### src/rtl/ppu_defines.sv
// rtl/ppu_defines.sv - shared PPU/VGA line buffer constants and types
package ppu_defines;

    localparam int LINE_PIXELS = 256;
    localparam int IDX_W = 8;
    localparam int COLOR_W = 6;
    localparam logic [5:0] BLANK_COLOR = 6'h0f;

    typedef logic vga_bank_t;

endpackage

### src/rtl/line_buf_ram.sv
// rtl/line_buf_ram.sv - two-bank scanline RAM, one write port and one registered read port
module line_buf_ram #(
    parameter int LINE_PIXELS = ppu_defines::LINE_PIXELS,
    parameter int IDX_W = ppu_defines::IDX_W,
    parameter int COLOR_W = ppu_defines::COLOR_W
) (
    input  logic               clk,
    input  logic               wr_en,
    input  logic [IDX_W:0]     wr_addr,
    input  logic [COLOR_W-1:0] wr_data,
    input  logic               rd_en,
    input  logic [IDX_W:0]     rd_addr,
    output logic [COLOR_W-1:0] rd_data
);
    import ppu_defines::*;

    // Address is {bank, idx}; the two banks are stacked in one array.
    logic [COLOR_W-1:0] mem [0:2*LINE_PIXELS-1];

    // Write port: contents are never cleared, reset only invalidates banks upstream.
    always_ff @(posedge clk) begin
        if (wr_en) begin
            mem[wr_addr] <= wr_data;
        end
    end

    // Synchronous read port, advanced only on enabled ticks.
    always_ff @(posedge clk) begin
        if (rd_en) begin
            rd_data <= mem[rd_addr];
        end
    end

endmodule

### src/rtl/vga_line_buf_ctrl.sv
// rtl/vga_line_buf_ctrl.sv - ping-pong scanline buffer sequencing between PPU and VGA
module vga_line_buf_ctrl #(
    parameter int REPEAT = 2,
    parameter int LINE_PIXELS = ppu_defines::LINE_PIXELS,
    parameter int IDX_W = ppu_defines::IDX_W,
    parameter int COLOR_W = ppu_defines::COLOR_W,
    parameter logic [COLOR_W-1:0] BLANK_COLOR = COLOR_W'(ppu_defines::BLANK_COLOR)
) (
    input  logic               clk,
    input  logic               rst,
    input  logic               clk_en,
    input  logic               ppu_pix_wr,
    input  logic [IDX_W-1:0]   ppu_pix_idx,
    input  logic [COLOR_W-1:0] ppu_pix_color,
    input  logic               ppu_line_done,
    output logic               ppu_ready,
    input  logic               vga_frame_start,
    input  logic               vga_line_end,
    input  logic [IDX_W-1:0]   vga_buf_idx,
    output logic [COLOR_W-1:0] vga_buf_out,
    output logic               underrun,
    output logic               overrun,
    input  logic               status_clr
);
    import ppu_defines::*;

    localparam int CNT_W = (REPEAT > 1) ? $clog2(REPEAT) : 1;
    localparam logic [CNT_W-1:0] REP_LAST = CNT_W'(REPEAT - 1);

    vga_bank_t          wr_bank;
    vga_bank_t          rd_bank;
    logic               wr_full;
    logic               rd_valid;
    logic               out_valid;
    logic [CNT_W-1:0]   rep_cnt;
    logic [COLOR_W-1:0] ram_q;

    logic row_end;
    logic row_last;
    logic line_avail;
    logic swap;
    logic underrun_set;
    logic pix_accept;
    logic pix_drop;

    assign rd_bank   = ~wr_bank;
    assign ppu_ready = ~wr_full;

    // Frame start overrides a coincident line end, so only a bare line end advances rows.
    assign row_end      = clk_en & vga_line_end & ~vga_frame_start;
    assign row_last     = (rep_cnt == REP_LAST);
    assign line_avail   = wr_full | ppu_line_done;
    assign swap         = row_end & row_last & line_avail;
    assign underrun_set = row_end & row_last & ~line_avail & rd_valid;
    assign pix_accept   = clk_en & ppu_pix_wr & ~wr_full;
    assign pix_drop     = clk_en & ppu_pix_wr & wr_full;

    line_buf_ram #(
        .LINE_PIXELS (LINE_PIXELS),
        .IDX_W       (IDX_W),
        .COLOR_W     (COLOR_W)
    ) u_ram (
        .clk     (clk),
        .wr_en   (pix_accept),
        .wr_addr ({wr_bank, ppu_pix_idx}),
        .wr_data (ppu_pix_color),
        .rd_en   (clk_en),
        .rd_addr ({rd_bank, vga_buf_idx}),
        .rd_data (ram_q)
    );

    // Bank swap, row repeat counting, read-valid tracking and sticky status flags.
    always_ff @(posedge clk) begin
        if (rst) begin
            wr_bank   <= 1'b0;
            wr_full   <= 1'b0;
            rd_valid  <= 1'b0;
            out_valid <= 1'b0;
            rep_cnt   <= '0;
            underrun  <= 1'b0;
            overrun   <= 1'b0;
        end else if (clk_en) begin
            if (vga_frame_start) begin
                rep_cnt <= '0;
            end else if (vga_line_end) begin
                if (!row_last) begin
                    rep_cnt <= rep_cnt + 1'b1;
                end else if (line_avail) begin
                    rep_cnt <= '0;
                end
            end

            // A pixel on the swap tick has already gone into the outgoing bank,
            // and a line_done on that tick is consumed by the swap itself.
            if (swap) begin
                wr_bank  <= ~wr_bank;
                wr_full  <= 1'b0;
                rd_valid <= 1'b1;
            end else if (ppu_line_done) begin
                wr_full <= 1'b1;
            end

            // Tracks whether the word now in the RAM read register came from a valid bank.
            out_valid <= rd_valid;

            underrun <= underrun_set | (underrun & ~status_clr);
            overrun  <= pix_drop | (overrun & ~status_clr);
        end
    end

    assign vga_buf_out = out_valid ? ram_q : BLANK_COLOR;

endmodule

### config.mk
export PLATFORM = sky130hd
export DESIGN_NAME = vga_line_buf_ctrl
export DESIGN_NICKNAME = d
export VERILOG_FILES = /design/src/rtl/ppu_defines.sv /design/src/rtl/line_buf_ram.sv /design/src/rtl/vga_line_buf_ctrl.sv
export SDC_FILE = /design/constraint.sdc
export NUM_CORES = 2
export LEC_CHECK = 0
export BUFFER_PORTS_ARGS = -buffer_cell sky130_fd_sc_hd__buf_2
export CAP_MARGIN = 20
export CORE_UTILIZATION = 55
export DETAILED_ROUTE_END_ITERATION = 10
export PLACE_DENSITY = 0.77
export SYNTH_ARGS = -nofsm -noshare
export SYNTH_HDL_FRONTEND = slang
export SYNTH_SLANG_ARGS = --single-unit
### constraint.sdc
create_clock -name clk -period 2.2 [get_ports clk]
set_input_delay 0.11 -clock clk [delete_from_list [all_inputs] [get_ports clk]]
set_output_delay 0.11 -clock clk [all_outputs]
set_load 0.02 [all_outputs]
==> results.sh <==
export IMPL_vias=68900
export IMPL_synthToLayoutAreaGrowth_pct=19.2
export IMPL_drcViolationCount=0
export IMPL_start_kind="flip-flop"
export IMPL_reg2reg_slack_ns=-0.25
export IMPL_layout_nets=7405
export IMPL_holdCritPathClass="in2reg"
export IMPL_htree_num_levels=5
export IMPL_place_inst=9908
export IMPL_instances_no_fill=10500
export IMPL_drive_gt1_share_pct=31.0
export IMPL_slew_viol_final=0
export IMPL_cts_sinks=3085
export IMPL_finalCritPeriodShare_pct=111
export IMPL_p_total_mw=121
export IMPL_viasPerCell=6.58
export IMPL_synthesis_area_um2=121000
export IMPL_coreArea_um2=220000
export IMPL_grt_pass1_vias=69600
export IMPL_seq_area_um2=92600
export IMPL_cpPeakStageDelay_ns=0.58
export IMPL_fin_setup_tns_ns=-0.887
export IMPL_hold_violations=0
export IMPL_design_area_um2=145000
export IMPL_slowest_stage="o21ai_0"
export IMPL_ys_seq_area_share_pct=76.2
export IMPL_synth_top_cell_by_area="edfxtp_1"
export IMPL_p_leak_nw=48.7
export IMPL_wl_um=325000
export IMPL_synth_fp_nets=6192
export IMPL_first_pass_iters=7
export IMPL_critical_path_top_delay_family="compound AO/OA/AOI/OAI gates"
export IMPL_synth_commonest_cells="edfxtp_1 (3,078), mux2i_1 (569), nor2_1 (554)"
export IMPL_antenna_found_initial=15
export IMPL_synth_area_leaders="edfxtp_1 (76%), mux4_2 (8.8%), mux2i_1 (4.7%)"
export IMPL_ys_ff_latch=3085
export IMPL_rsz0062_at_grt="yes"
export IMPL_multi_input_area_um2=27300
export IMPL_p_per_area_nw_per_um2=838
export IMPL_grt_max_degree=124
export IMPL_critPathBufInv=1
export IMPL_clock_path_buffers=4
export IMPL_drv_cap=0
export IMPL_clk_latency_ns=0.94
export IMPL_gr_usage_all_layers_pct=28.8
export IMPL_drt_iter0_markers=9517
export IMPL_slew_headroom_pct=39.3
export IMPL_vdd_ir_drop_worst_mv=0.863
export IMPL_yosys_warnings=0
export IMPL_clk_pin_slew_worst_paths_ns=0.06
export IMPL_placed_cell_area_um2=134000
export IMPL_syn_inst=6162
export IMPL_initial_core_util_pct=55.3
export IMPL_period_minus_slack_ns=2.45
export IMPL_cp_max_fo=2
export IMPL_gp_congestion=0.945
export IMPL_fmax_mhz=409
export IMPL_path_class="reg2reg"
export IMPL_port_buffers=38
export IMPL_synth_top_area_share_pct=76.1
export IMPL_yosysMostFrequentCell="edfxtp_1"
export IMPL_grt_overflow_total=0
export IMPL_cp_end_kind="flip-flop"
export IMPL_async_flop_share_pct=0
export IMPL_setup_slack_ns=-0.245
export IMPL_num_io_pins=39
export IMPL_die_h_um=472
export IMPL_postLayoutCoreUtil_pct=65.9
export IMPL_dp_slack_ns=-0.817
export IMPL_finalSetupViolations=20
export IMPL_worst_slew_pin_slew_ns=0.904
export IMPL_synth_avg_cell_area_um2=19.7
export IMPL_finalClockSkew_ns=0.0438
export IMPL_fillCellCount=13400
export IMPL_cts_tree="yes"
export IMPL_violations="negative setup slack"
export IMPL_wl_per_cell_um=31.0
export IMPL_synth_ff_type="edfxtp_1"
export IMPL_grt_pass1_wl_um=466000
export IMPL_cp_required_ns=2.97
export IMPL_die_width_um=472
export IMPL_synth_edf_count=3078
export IMPL_rows=172
export IMPL_timing_hold_ws_ns=0.0601
export IMPL_cts_root_buffer="clkbuf_16"
export IMPL_arrival_ns=3.22
export IMPL_status="finished, violations left"
export IMPL_hpwl_um=199000
export IMPL_path_cells="mux2i_1 -> o221ai_1 -> o22ai_1 -> o21ai_0 -> nand4_1 -> nor2_1 -> buf_4 -> o2111a_1"
export IMPL_synth_distinct_cells=59
export IMPL_dieArea_um2=223000
export IMPL_ant_nets=0
export IMPL_numCtsBuffers=310
## worst register-to-register path, cell delays in order (launching register included)
cell      delay, ns
edfxtp_1       0.35
mux2i_1        0.07
o221ai_1       0.33
o22ai_1        0.16
o21ai_0        0.58
nand4_1        0.32
nor2_1         0.19
buf_4          0.16
o2111a_1       0.17
## cell usage in the layout (no fill, tap or decap), drive strengths merged, types with 18 or more instances in the layout
cell type    synthesis  layout
edfxtp            3078    3078
buf                211    1281
mux2i              569     569
nor2               554     554
mux4               514     514
clkbuf             189     371
o221ai             269     269
a21oi              141     141
o22ai              140     140
nand2              131     131
clkinv               1     121
o21ai               84      84
nand3               40      40
nor3                30      30
nand4               29      29
dlygate4sd3          0      20
a22oi               19      19
bufinv               0      18
## worst paths after layout
kind | depth (start not counted) | endpoint | from
worst max-delay path | 8 | u_ram.rd_data[2]$_DFFE_PP_ | u_ram.mem[309][2]$_DFFE_PP_
worst min-delay path | 4 | wr_full$_SDFFE_PP0P_ | ppu_line_done
worst max register to register | 8 | u_ram.rd_data[2]$_DFFE_PP_ | u_ram.mem[309][2]$_DFFE_PP_
worst min register to register | 2 | out_valid$_SDFFE_PP0P_ | rd_valid$_SDFFE_PP0P_
## repair_timing
item	4_1_cts	5_1_grt
cloned	1	0
endpoints found under the hold margin	2468	0
pin swaps	34	45
gates resized for setup	138	108
hold buffers	20	0
endpoints found under the setup margin	6	131
buffers inserted	7	6
## flip-flops by register name, summed over array words and instances, names as in the netlist
| register | cells |
|---|---|
| rep_cnt | 1 |
| u_ram.rd_data | 6 |
| wr_full | 1 |
| wr_bank | 1 |
| u_ram.mem | 3072 |
| overrun | 1 |
| rd_valid | 1 |
| out_valid | 1 |
| underrun | 1 |
## cells by family after synthesis
group / after synthesis / share of synthesized area, %
AO/OA/AOI/OAI: 741 / 4.33
XOR/XNOR: 1 / 0.00721
buffers and inverters: 404 / 2.16
flip-flops: 3085 / 76.2
multiplexers: 1084 / 14.4
AND/OR/NAND/NOR: 847 / 2.92
## power by group
| group | total [mW] | leakage, nW | internal (mW) | switching [mW] |
|---|---|---|---|---|
| sequential | 64.7 | 27.7 | 64.6 | 0.0586 |
| combinational | 6.61 | 16.4 | 2.52 | 4.09 |
| clock | 49.9 | 4.58 | 28.5 | 21.4 |
| total | 121 | 48.7 | 95.7 | 25.6 |
## area by class of cell
cell class / count / area share (%)
antenna: 10 / 0.0173
timing repair buffer: 1301 / 8.14
clock buffer: 371 / 5.66
sequential: 3085 / 64.0
tap: 2871 / 2.48
multi-input combinational: 2673 / 18.9
clock inverter: 155 / 0.827
inverter: 4 / 0.0156
## layer usage
metal	wire [um]	vias up	GRT usage (%)	part of all wire (%)
met5	83	-	0.303	0.026
met1	114000	35000	37.5	35
met3	35300	1018	5.78	11
met2	157000	4888	46.2	48
met4	19000	10	15.3	5.8
li1	-	27900	-	-
Power figures use the tool's default switching activity.
